==> src/rtl/dot8_row_sequencer.sv <==
// Issues a row of 8-wide operand beats to one dot pipeline, feeding each result back as the next running_sum.
// One beat per DOT_LAT+1 cycles; in_ready is low while a beat is in flight or a row sum waits on out_ready.
module dot8_row_sequencer #(
  parameter int DOT_LAT = 24,
  parameter int CNT_W   = 16
) (
  input  logic             clk,
  input  logic             reset_n,
  input  logic             in_valid,
  output logic             in_ready,
  input  logic [255:0]     in_a,
  input  logic [255:0]     in_b,
  input  logic             in_last,
  output logic             dot_en,
  output logic [31:0]      dot_running_sum,
  output logic [255:0]     dot_a,
  output logic [255:0]     dot_b,
  input  logic [31:0]      dot_result,
  output logic             out_valid,
  input  logic             out_ready,
  output logic [31:0]      out_sum,
  output logic [CNT_W-1:0] out_beats,
  output logic             busy
);

  localparam int WW = $clog2(DOT_LAT + 1);

  typedef enum logic [1:0] {S_IDLE, S_WAIT, S_OUT} state_t;

  state_t           state;
  logic [WW-1:0]    wcnt;
  logic [31:0]      acc;
  logic [CNT_W-1:0] beats;
  logic             first;
  logic             last_r;

  always_ff @(posedge clk or negedge reset_n) begin
    if (!reset_n) begin
      state           <= S_IDLE;
      wcnt            <= '0;
      acc             <= '0;
      beats           <= '0;
      first           <= 1'b1;
      last_r          <= 1'b0;
      in_ready        <= 1'b0;
      dot_en          <= 1'b0;
      dot_running_sum <= '0;
      dot_a           <= '0;
      dot_b           <= '0;
      out_valid       <= 1'b0;
      out_sum         <= '0;
      out_beats       <= '0;
      busy            <= 1'b0;
    end else begin
      dot_en <= 1'b1;
      case (state)
        S_IDLE: begin
          if (in_valid && in_ready) begin
            dot_a           <= in_a;
            dot_b           <= in_b;
            dot_running_sum <= first ? 32'd0 : acc;
            last_r          <= in_last;
            if (beats != {CNT_W{1'b1}}) beats <= beats + 1'b1;
            first           <= 1'b0;
            wcnt            <= '0;
            in_ready        <= 1'b0;
            busy            <= 1'b1;
            state           <= S_WAIT;
          end else begin
            in_ready <= 1'b1;
          end
        end
        S_WAIT: begin
          wcnt <= wcnt + 1'b1;
          // wcnt reaches DOT_LAT-1 exactly on the edge where the issued beat's result is valid
          if (wcnt == WW'(DOT_LAT - 1)) begin
            acc <= dot_result;
            if (last_r) begin
              out_valid <= 1'b1;
              out_sum   <= dot_result;
              out_beats <= beats;
              state     <= S_OUT;
            end else begin
              in_ready <= 1'b1;
              busy     <= 1'b0;
              state    <= S_IDLE;
            end
          end
        end
        S_OUT: begin
          if (out_ready) begin
            out_valid <= 1'b0;
            in_ready  <= 1'b1;
            busy      <= 1'b0;
            first     <= 1'b1;
            beats     <= '0;
            state     <= S_IDLE;
          end
        end
        default: state <= S_IDLE;
      endcase
    end
  end

endmodule

==> config.mk <==
export PLATFORM = sky130hd
export DESIGN_NAME = dot8_row_sequencer
export DESIGN_NICKNAME = d
export VERILOG_FILES = /design/src/rtl/dot8_row_sequencer.sv
export SDC_FILE = /design/constraint.sdc
export NUM_CORES = 1
export LEC_CHECK = 0
export BUFFER_PORTS_ARGS = -buffer_cell sky130_fd_sc_hd__buf_2
export CELL_PAD_IN_SITES_DETAIL_PLACEMENT = 1
export CELL_PAD_IN_SITES_GLOBAL_PLACEMENT = 1
export CORE_AREA = 4 4 446 448
export CTS_BUF_LIST = sky130_fd_sc_hd__clkbuf_8 sky130_fd_sc_hd__clkbuf_16
export DETAILED_ROUTE_END_ITERATION = 6
export DIE_AREA = 0 0 450 452
export PLACE_DENSITY = 0.44
export RECOVER_POWER = 25
export REMOVE_ABC_BUFFERS = 1
export SKIP_CTS_REPAIR_TIMING = 1
export SLEW_MARGIN = 5
export SYNTH_ARGS = -nofsm -noshare
export SYNTH_HDL_FRONTEND = slang
export SYNTH_SLANG_ARGS = --single-unit
export TNS_END_PERCENT = 50
==> constraint.sdc <==
create_clock -name clk -period 2.3 [get_ports clk]
set_clock_uncertainty 0.15 [all_clocks]
set_input_delay 0.115 -clock clk [delete_from_list [all_inputs] [get_ports clk]]
set_output_delay 0.115 -clock clk [all_outputs]
set_load 0.01 [all_outputs]
; ---- Word level (Yosys, flattened, before mapping)
; Cells that the tools add are included.
[totals]
ff_bits = 653
in_bits = 549
output_inout_bits = 596
elab_cells = 70
[classes]
n_addsub = 2
eq_ne = 10
mux = 27
reduce_logical = 16
[op_table]
columns = cell, n
row1 = $mux W16, 3
row2 = $mux W32, 1
row3 = $pmux W16 S2, 1
row4 = $add A16 B1 Y16 const B, 1
row5 = $ne A16 B16 Y1 const B, 1
row6 = $ne A2 B2 Y1 const B, 6
row7 = $reduce_and A4 Y1, 3
row8 = $mux W1, 11
row9 = $pmux W5 S2, 1
row10 = $reduce_and A3 Y1, 3
row11 = $mux W2, 4
row12 = $pmux W1 S3, 2
row13 = $pmux W2 S3, 1
row14 = $reduce_and A2 Y1, 3
row15 = $reduce_bool A2 Y1, 3
row16 = $add A5 B1 Y5 const B, 1
row17 = $eq A5 B5 Y1 const B, 1
row18 = $mux W5, 1
row19 = $reduce_and A5 Y1, 1
row20 = $pmux W1 S2, 2
row21 = $reduce_bool A3 Y1, 1
row22 = $eq A2 B1 Y1 const B, 1
row23 = $eq A2 B2 Y1 const B, 1
row24 = $logic_not A2 Y1, 1
row25 = $logic_and A1 B1 Y1, 1

; ---- Longest topological paths before layout
; Gate-level depths: netlist (run 1).
[logic_depth]
depth_word = 4
ltp_mapped = 8

; ---- Worst setup path before layout (run 1)
; OpenSTA, ideal clock, no wires.
[synth_timing]
kind = register to register
start = register state[0]
end = register beats[3]
t_arrival_ns = 1.792
setup_slack_ns = 0.232
stages_incl_launch_ff = 7
n_path_buf = 0
period_less_slack_ns = 2.068
cell_sequence = dfrtp_1 > inv_1 > ha_1 > a21boi_1 > or3_4 > a21o_1 > a221o_1
[synth_via]
elab_chain_len = 3
[synth_lines]
columns = element, line
row1 = from (decl), 30  ; state_t state;
row2 = from (signal assigned), 39  ; state <= S_IDLE;
row3 = from (signal assigned), 68  ; state <= S_WAIT;
row4 = from (signal assigned), 82  ; state <= S_OUT;
row5 = $eq A2 B2 Y1 / $logic_not A2 Y1 (equally long branches), 56  ; case (state)
row6 = $ne A2 B2 Y1 (no line) / $reduce_bool A2 Y1 (equally long branches), -
row7 = $reduce_and A4 Y1 (no line), -
row8 = to (signal assigned), 63  ; if (beats != {CNT_W{1'b1}}) beats <= beats + 1'b1;
row9 = to (decl), 33  ; logic [CNT_W-1:0] beats;
; Several ways; a longest one is shown, not always the timed one.
; A chain may end at the register's enable or synchronous reset.

; ---- Worst setup path after layout (run 1)
[layout_timing]
start = register state[1]
end = register last_r
[layout_via]
elab_chain_len = 2
[layout_lines]
columns = element, line
row1 = $logic_not A2 Y1, 56
row2 = $reduce_and A2 Y1 (no line), -
row3 = to (signal assigned), 62  ; last_r <= in_last;
row4 = to (decl), 35  ; logic last_r;
; No other way between the ends.

==> results of run 1 <==
-- layout by cell type (no fill, tap or decap), types with 10 or more instances in the layout --
master         count
nand2_1           45
clkbuf_8          21
nand2b_1          34
buf_12            21
buf_4             36
inv_1             27
clkinv_2          11
bufinv_16         10
dlygate4sd3_1    650
mux2_2           586
buf_2           1143
diode_2           27
o21ai_0           43
dfrtp_1          652
clkbuf_16         91
-- power groups by stage --
stage | sequential [uW] | combinational (uW) | clock [uW]
3_3_place_gp | 19500 | 20400 | 0
4_1_cts | 19500 | 20600 | 15700
6_report | 19500 | 20800 | 15000
3_5_place_dp | 19700 | 20600 | 0
2_1_floorplan | 16200 | 3830 | 0
5_1_grt | 20100 | 22300 | 16200
-- metrics by stage --
stage,power (uW),setup TNS [ns],setup slack [ns],instance area (sq um)
global placement,39800,0,0.0970,34300
floorplan,20000,-8568.31,-15.90,24400
global route,58600,0,0.00669,43900
detailed placement,40200,0,0.113,34300
CTS,55800,0,0.0625,37500
finish,55400,0,0.113,44000
-- critical path, delay by kind of cell (launching register included) --
family | cells | cell delay (ns)
buffers and inverters | 2 | 0.66
flip-flops | 1 | 0.40
multiplexers | 1 | 0.35
adder cells (fa/ha/maj) | 1 | 0.26
AND/OR/NAND/NOR | 1 | 0.25
-- worst max-delay path by stage --
stage                           end  cells past startpoint  slack [ns]
final                        last_r                      5        0.11
after global routing        wcnt[3]                      6       0.007
after floorplan           beats[14]                      6      -15.90
after detailed placement   beats[3]                      6        0.11
after CTS                 dot_b[67]                      6        0.06
after global placement     beats[8]                      6         0.1
-- layer usage --
layer / share of wire (%) / vias up
met5: 0.19 / -
met4: 1.9 / 40
met3: 6.2 / 204
met2: 52 / 661
met1: 40 / 10800
li1: - / 9384
-- area by class of cell --
cell class | instances | area share [%]
well taps | 2542 | 7.23
inverters | 7 | 0.0598
repair buffers | 1876 | 29.8
diodes | 27 | 0.154
multi-input cells | 819 | 18.3
flip-flops and latches | 653 | 37.2
clock buffers | 112 | 5.84
clock inverters | 55 | 1.41
-- cells by family (layout without fill, tap and decap cells) --
| family | Yosys count | in the layout |
|---|---|---|
| fa+ha+maj | 6 | 6 |
| simple gates | 128 | 128 |
| compound gates | 90 | 90 |
| buf+inv | 92 | 2050 |
| mux | 594 | 594 |
| other cells | 1 | 28 |
| flops | 653 | 653 |
-- registers in the layout, indices dropped and copies added, names as in the netlist --
name / count
dot_en: 1
acc: 32
in_ready: 1
state: 2
wcnt: 5
out_beats: 16
out_sum: 32
first: 1
busy: 1
beats: 16
out_valid: 1
dot_a: 256
dot_b: 256
dot_running_sum: 32
last_r: 1
==> run summary, run 1 <==
layout cell share with drive strength beyond 1 = 55.7%
Clock Latency Late Sink = 0.70 ns
synthesized netlist cell count = 1,564
Tmin final = 2.19 ns
CTS buffer count = 90
post-synthesis xor/xnor area fraction = 0%
Post-synth EDFFs = 0
total wire length = 141,000 um
die height = 452 um
DR iter-0 viols = 1,030
DIE WIDTH = 450 um
period utilisation layout = 95.1%
H-tree levels = 3
die area = 203,000 sq um
Storage cell area = 16,300 sq um
grt peak-use layer = met2
FF-to-FF path depth = 5
drt drc = 0
Max Buffers Root-to-Sink = 3
maximum number of pins on one net before global-route repair = 84
multi-input logic area = 8060 sq um
final hold vios = 0
worst path cell trace = inv_1 > ha_2 > nand3_4 > mux2_2 > dlygate4sd3_1
complex-gate fraction of the synthesized area = 2.37%
mux share of post-synthesis cell area = 26.9%
static leakage = 0.0203 uW
WP data required = 2.73 ns
Worst Setup SP = state[1]
GRT met3 Usage = 4.71%
final setup fails = 0
Layout Utilization = 22.6%
first-pass GRT wire length = 180,000 um
routed vias = 21,100
# clock sinks = 653
WL per Instance = 23.1 um
Worst R2R End = last_r
Cell variety after synth = 47
Fmax = 457 MHz
Rel. slew slack = 20.4%
Via density = 3.46
Layout area overhead = 77.2%
crit path DAT = 2.62 ns
main combinational cell family by area after synthesis = multiplexers
area leader, netlist = dfrtp_1
hold depth = 3
CTS tree = built
Reg power frac = 35.3%
PortBufs = 1,144
global-route met1 utilization = 14.8%
hold endpoint = dot_a[226]
Synth top area share = 65.8%
Power Internal = 35,400 uW
R2R setup slack = 0.11 ns
max-cap violations = 0
initial antenna violation count = 78
synthesized area = 24,800 sq um
Initial Utilization = 12.8%
RSZ-0062 raised after global routing = false
Max stage delay on crit path = 0.55 ns
Max rail drop VDD = 510 uV
P_sw = 20,000 uW
total of warnings raised by yosys = 0
status = completed
CP Capture Type = register
Final ANT Viol Nets = 0
HP Start = in_a[226]
fill cell count = 22,000
placed cell count = 5,246
HPWL after DPL = 112,000 um
worst-path maximum fanout = 9
DR pass1 iterations = 4
Slowest-stage cell, CP = dlygate4sd3_1
sw frac = 36.0%
CTS root buffer = clkbuf_16
most common cell in the netlist = dfrtp_1
hold_ws = 0.0237 ns
core area = 195,000 sq um
final slew viol count = 0
post-route insts no fill = 6,091
routability cong. = 0.879
most frequent cells after synthesis = dfrtp_1, mux2_2, buf_2
synthesis-stage register bit count = 653
worst min path class = input pin to register
final layout net count = 4,002
GR Util met2 = 22.5%
vias in the first global route = 19,900
Worst Tran Pin Value = 1.19 ns
Top Ports = 1,145
largest cells by area after synthesis = dfrtp_1, mux2_2, buf_2
clock share of power = 27.1%
total track usage = 12.8%
post-synthesis simple-gate area fraction = 2.76%
Cell Rows = 162
Synth Area per Inst = 15.9 sq um
combinational fraction of design power = 37.6%
total congestion overflow = 0
Clock Pin Slew Worst Setup and Hold Paths = 0.06 ns
CP Class = register to register
predominant post-synthesis flop cell = dfrtp_1
FFs w/ async S/R, synth = 100%
r2r startpoint = state[1]
register area share after synthesis = 65.9%
crit start category = register
Post-Synth Adder-Cell Area = 0.303%
PD cells = 1260 nW/um^2
No activity file was read; power rests on OpenSTA's default activity.
==> run 2: changes to the inputs <==
--- a/config.mk
+++ b/config.mk
@@ -12,7 +12,7 @@
 export CTS_BUF_LIST = sky130_fd_sc_hd__clkbuf_8 sky130_fd_sc_hd__clkbuf_16
 export DETAILED_ROUTE_END_ITERATION = 6
 export DIE_AREA = 0 0 450 452
-export PLACE_DENSITY = 0.44
+export PLACE_DENSITY_LB_ADDON = 0.1
 export RECOVER_POWER = 25
 export REMOVE_ABC_BUFFERS = 1
 export SKIP_CTS_REPAIR_TIMING = 1
==> run 2 against run 1 <==
  * The flow now finishes with violations (max-capacitance violations, max-slew violations)
  * Cell count is 0.53% higher
  * Sequential power is essentially flat
  * Sequential share of layout area fell by 0.33 points
  * Worst setup slack lost 0.0075 ns
==> run summary, run 2 (synthesis results as in run 1) <==
status = finished, violations left
failing checks = max-capacitance violations, max-slew violations
die height = 452 um
# clock sinks = 653
H-tree levels = 3
hold endpoint = dot_b[13]
initial antenna violation count = 30
Cell Rows = 162
Max rail drop VDD = 555 uV
CTS root buffer = clkbuf_16
Fmax = 456 MHz
layout cell share with drive strength beyond 1 = 54.8%
FF-to-FF path depth = 7
die area = 203,000 sq um
Slowest-stage cell, CP = dfrtp_1
maximum number of pins on one net before global-route repair = 81
fill cell count = 21,800
drt drc = 0
largest registers = dot_a (256), dot_b (256)
Tmin final = 2.19 ns
worst min path class = input pin to register
static leakage = 0.0205 uW
commonest non-fill, non-tap cell in the layout = buf_2
period utilisation layout = 95.4%
critical path's top delay family = compound AO/OA/AOI/OAI gates
R2R setup slack = 0.11 ns
CP Class = register to register
Tot Pwr = 54,900 uW
Worst Tran Pin Value = 1.68 ns
CP Capture Type = register
Via density = 3.40
DR pass1 iterations = 4
routability cong. = 0.778
PortBufs = 1,144
r2r startpoint = state[1]
worst-path maximum fanout = 4
fin worst setup slack = 0.106 ns
Layout Utilization = 22.8%
first-pass GRT wire length = 175,000 um
CTS buffer count = 95
core area = 195,000 sq um
placed cell count = 5,237
RSZ-0062 raised after global routing = false
final layout net count = 4,045
crit path DAT = 2.63 ns
final setup fails = 0
Clock Latency Late Sink = 0.71 ns
routed vias = 20,800
PD cells = 1240 nW/um^2
WP data required = 2.74 ns
Initial Utilization = 12.8%
CTS tree = built
Max Buffers Root-to-Sink = 3
final hold vios = 0
max-cap violations = 2
total track usage = 12.2%
Clock Pin Slew Worst Setup and Hold Paths = 0.06 ns
total congestion overflow = 0
crit start category = register
Max stage delay on crit path = 0.41 ns
CP Buf/Inv Count = 2
final slew viol count = 52
Top Ports = 1,145
Rel. slew slack = -11.7%
DR iter-0 viols = 689
most frequent cells in the layout = buf_2, dlygate4sd3_1, dfrtp_1
DP Worst Slack = 0.0899 ns
HPWL after DPL = 104,000 um
vias in the first global route = 20,500
hold depth = 3
total wire length = 132,000 um
HP Start = in_b[13]
WL per Instance = 21.6 um
worst path cell trace = inv_1 > ha_1 > buf_4 > nor2_1 > or3_4 > a21o_1 > a221o_1
Layout area overhead = 78.8%
DIE WIDTH = 450 um
Final ANT Viol Nets = 0
post-route insts no fill = 6,123
Worst R2R End = beats[3]
==> run 2: how the worst max path moves through the flow <==
stage,from,endpoint,slack (ns),cells after the start
global placement,state[1],beats[8],0.07,7
floorplan,state[1],beats[14],-15.90,6
finish,state[1],beats[3],0.11,7
detailed placement,state[0],dot_b[187],0.09,6
global route,state[0],dot_a[14],0.01,6
CTS,state[0],dot_b[133],0.06,6
==> run 2: layout make-up <==
cell class | count | area [sq um] | area share [%]
antenna | 14 | 35.0 | 0.0790
tap | 2542 | 3180 | 7.17
inverter | 7 | 26.3 | 0.0592
sequential | 653 | 16300 | 36.8
timing repair buffer | 1914 | 13500 | 30.4
multi-input combinational | 819 | 8050 | 18.2
clock buffer | 126 | 2830 | 6.37
clock inverter | 48 | 405 | 0.914
==> run 2: metrics by stage <==
| step | hold WS, ns | area (sq um) | TNS [ns] |
|---|---|---|---|
| finish | 0.0286 | 44400 | 0 |
| global route | -0.0372 | 44300 | 0 |
| CTS | -0.909 | 37400 | 0 |
| detailed placement | -0.0833 | 34200 | 0 |
| global placement | -0.0888 | 34200 | 0 |
| floorplan | -0.331 | 24400 | -8568.31 |
==> run 2: power breakdown <==
group | total (uW) | switching (uW) | internal [uW]
Sequential | 19300 | 2750 | 16600
Combinational | 20600 | 10800 | 9760
Clock | 15000 | 5860 | 9130
==> run 2: worst min-delay path, stage by stage <==
cell and delay [ns]:
dlygate4sd3_1 0.51, buf_2 0.10, mux2_2 0.13
==> run 2: layer usage <==
layer | track usage, % | vias to the layer above | routed length [um]
met3 | 3.53 | 159 | 6460
met1 | 13.2 | 10600 | 51400
li1 | - | 9417 | -
met4 | 3.79 | 12 | 2800
met2 | 22.7 | 616 | 71300
met5 | 0 | - | 67
==> run 3: changes to the inputs <==
--- a/config.mk
+++ b/config.mk
@@ -7,11 +7,11 @@
 export LEC_CHECK = 0
 export BUFFER_PORTS_ARGS = -buffer_cell sky130_fd_sc_hd__buf_2
 export CELL_PAD_IN_SITES_DETAIL_PLACEMENT = 1
-export CELL_PAD_IN_SITES_GLOBAL_PLACEMENT = 1
-export CORE_AREA = 4 4 446 448
+export CELL_PAD_IN_SITES_GLOBAL_PLACEMENT = 2
+export CORE_AREA = 4 4 440 442
 export CTS_BUF_LIST = sky130_fd_sc_hd__clkbuf_8 sky130_fd_sc_hd__clkbuf_16
 export DETAILED_ROUTE_END_ITERATION = 6
-export DIE_AREA = 0 0 450 452
+export DIE_AREA = 0 0 444 446
 export PLACE_DENSITY_LB_ADDON = 0.1
 export RECOVER_POWER = 25
 export REMOVE_ABC_BUFFERS = 1
==> run 3 against run 2 <==
  * The flow now finishes without violations
  * Clock-buffer cell count down 1
  * Via count down 0.54%
  * First-iteration DRC count down 12%
  * Global-route usage up 0.31 points
  * Sequential cell count unchanged
  * Largest cell class unchanged
==> run summary, run 3 (synthesis results as in run 1) <==
P_sw = 19,600 uW
Power Internal = 35,400 uW
drt drc = 0
CP Capture Type = register
layout cell share with drive strength beyond 1 = 55.2%
die height = 446 um
final hold vios = 0
CTS root buffer = clkbuf_16
die area = 198,000 sq um
Layout area overhead = 76.8%
wire length on met3 = 9040 um
Cell Rows = 160
post-route insts no fill = 6,060
maximum number of pins on one net before global-route repair = 79
routed length on met2 = 71,600 um
hold depth = 3
PD cells = 1250 nW/um^2
Fin Setup TNS = 0 ns
status = completed
Worst Setup SP = state[0]
CP Class = register to register
Met1 Wirelength = 49,000 um
core area = 190,000 sq um
Fmax = 460 MHz
placed cell count = 5,210
crit path DAT = 2.59 ns
Final ANT Viol Nets = 0
routed vias = 20,700
period utilisation layout = 94.6%
fin worst setup slack = 0.124 ns
fill cell count = 21,200
H-tree levels = 3
first-pass GRT wire length = 174,000 um
uppermost layer routed = met5
hold_ws = 0.0488 ns
Rel. slew slack = 13.3%
Via density = 3.42
Worst R2R End = beats[8]
Worst Tran Pin Value = 1.30 ns
commonest non-fill, non-tap cell in the layout = buf_2
static leakage = 0.0202 uW
DR iter-0 viols = 605
hold endpoint = dot_b[59]
HP Start = in_b[59]
Clock Latency Late Sink = 0.68 ns
CTS buffer count = 91
total congestion overflow = 0
sw frac = 35.7%
final layout net count = 4,008
WP data required = 2.71 ns
Clock Pin Slew Worst Setup and Hold Paths = 0.06 ns
routability cong. = 0.803
Max rail drop VDD = 525 uV
DP Worst Slack = 0.113 ns
R2R setup slack = 0.12 ns
PortBufs = 1,144
r2r startpoint = state[0]
FF-to-FF path depth = 6
Initial Utilization = 13.1%
DIE WIDTH = 444 um
CTS tree = built
Tot Pwr = 55,000 uW
largest registers = dot_a (256), dot_b (256)
# clock sinks = 653
final setup fails = 0
crit start category = register
WL per Instance = 21.8 um
worst-path maximum fanout = 6
Top Ports = 1,145
final slew viol count = 0
clock share of power = 26.8%
total wire length = 132,000 um
worst min path class = input pin to register
initial antenna violation count = 45
HPWL after DPL = 105,000 um
most frequent cells in the layout = buf_2, dlygate4sd3_1, dfrtp_1
DR pass1 iterations = 4
max-cap violations = 0
RSZ-0062 raised after global routing = false
combinational fraction of design power = 37.9%
Tmin final = 2.18 ns
total track usage = 12.5%
vias in the first global route = 20,200
Reg power frac = 35.3%
Max Buffers Root-to-Sink = 3
## run 3: metrics by stage
step           instance area [sq um]  util [%]
6_report                       43900      23.1
5_1_grt                        43900      23.1
4_1_cts                        37300      19.7
3_5_place_dp                   34200      18.0
3_3_place_gp                   34200      18.0
2_1_floorplan                  24400         -
## run 3: critical path, stage by stage, from the launching register on
cell and delay (ns):
dfrtp_1 0.36, inv_1 0.07, ha_1 0.28, a21boi_1 0.17, or3_4 0.46, a21o_1 0.23, a221o_1 0.35
## run 3: area by class of cell
class	instances	area, sq um	share of cell area (%)
clock buffers	125	2810	6.41
flip-flops and latches	653	16300	37.3
multi-input cells	819	8060	18.4
diodes	24	60.1	0.137
well taps	2511	3140	7.16
inverters	7	26.3	0.0599
repair buffers	1881	13100	29.8
clock inverters	40	334	0.761
## run 3: routing by layer
layer	vias up	global-route usage, %
met5	-	0
met4	16	2.74
met3	152	4.55
met2	637	23.5
met1	10600	13.2
li1	9365	-
## run 3: worst max-delay path by stage
stage | to | slack (ns)
2_1_floorplan | beats[14] | -15.90
3_3_place_gp | beats[8] | 0.12
3_5_place_dp | beats[3] | 0.11
4_1_cts | beats[11] | 0.10
5_1_grt | beats[8] | 0.04
6_report | beats[8] | 0.12
## run 3: power by group through the flow
| stage | Combinational, uW | Clock [uW] | Sequential (uW) |
|---|---|---|---|
| 2_1_floorplan | 3830 | 0 | 16200 |
| 3_3_place_gp | 20500 | 0 | 19600 |
| 3_5_place_dp | 20700 | 0 | 19700 |
| 4_1_cts | 20800 | 15500 | 19500 |
| 5_1_grt | 22300 | 16000 | 20100 |
| 6_report | 20800 | 14800 | 19400 |
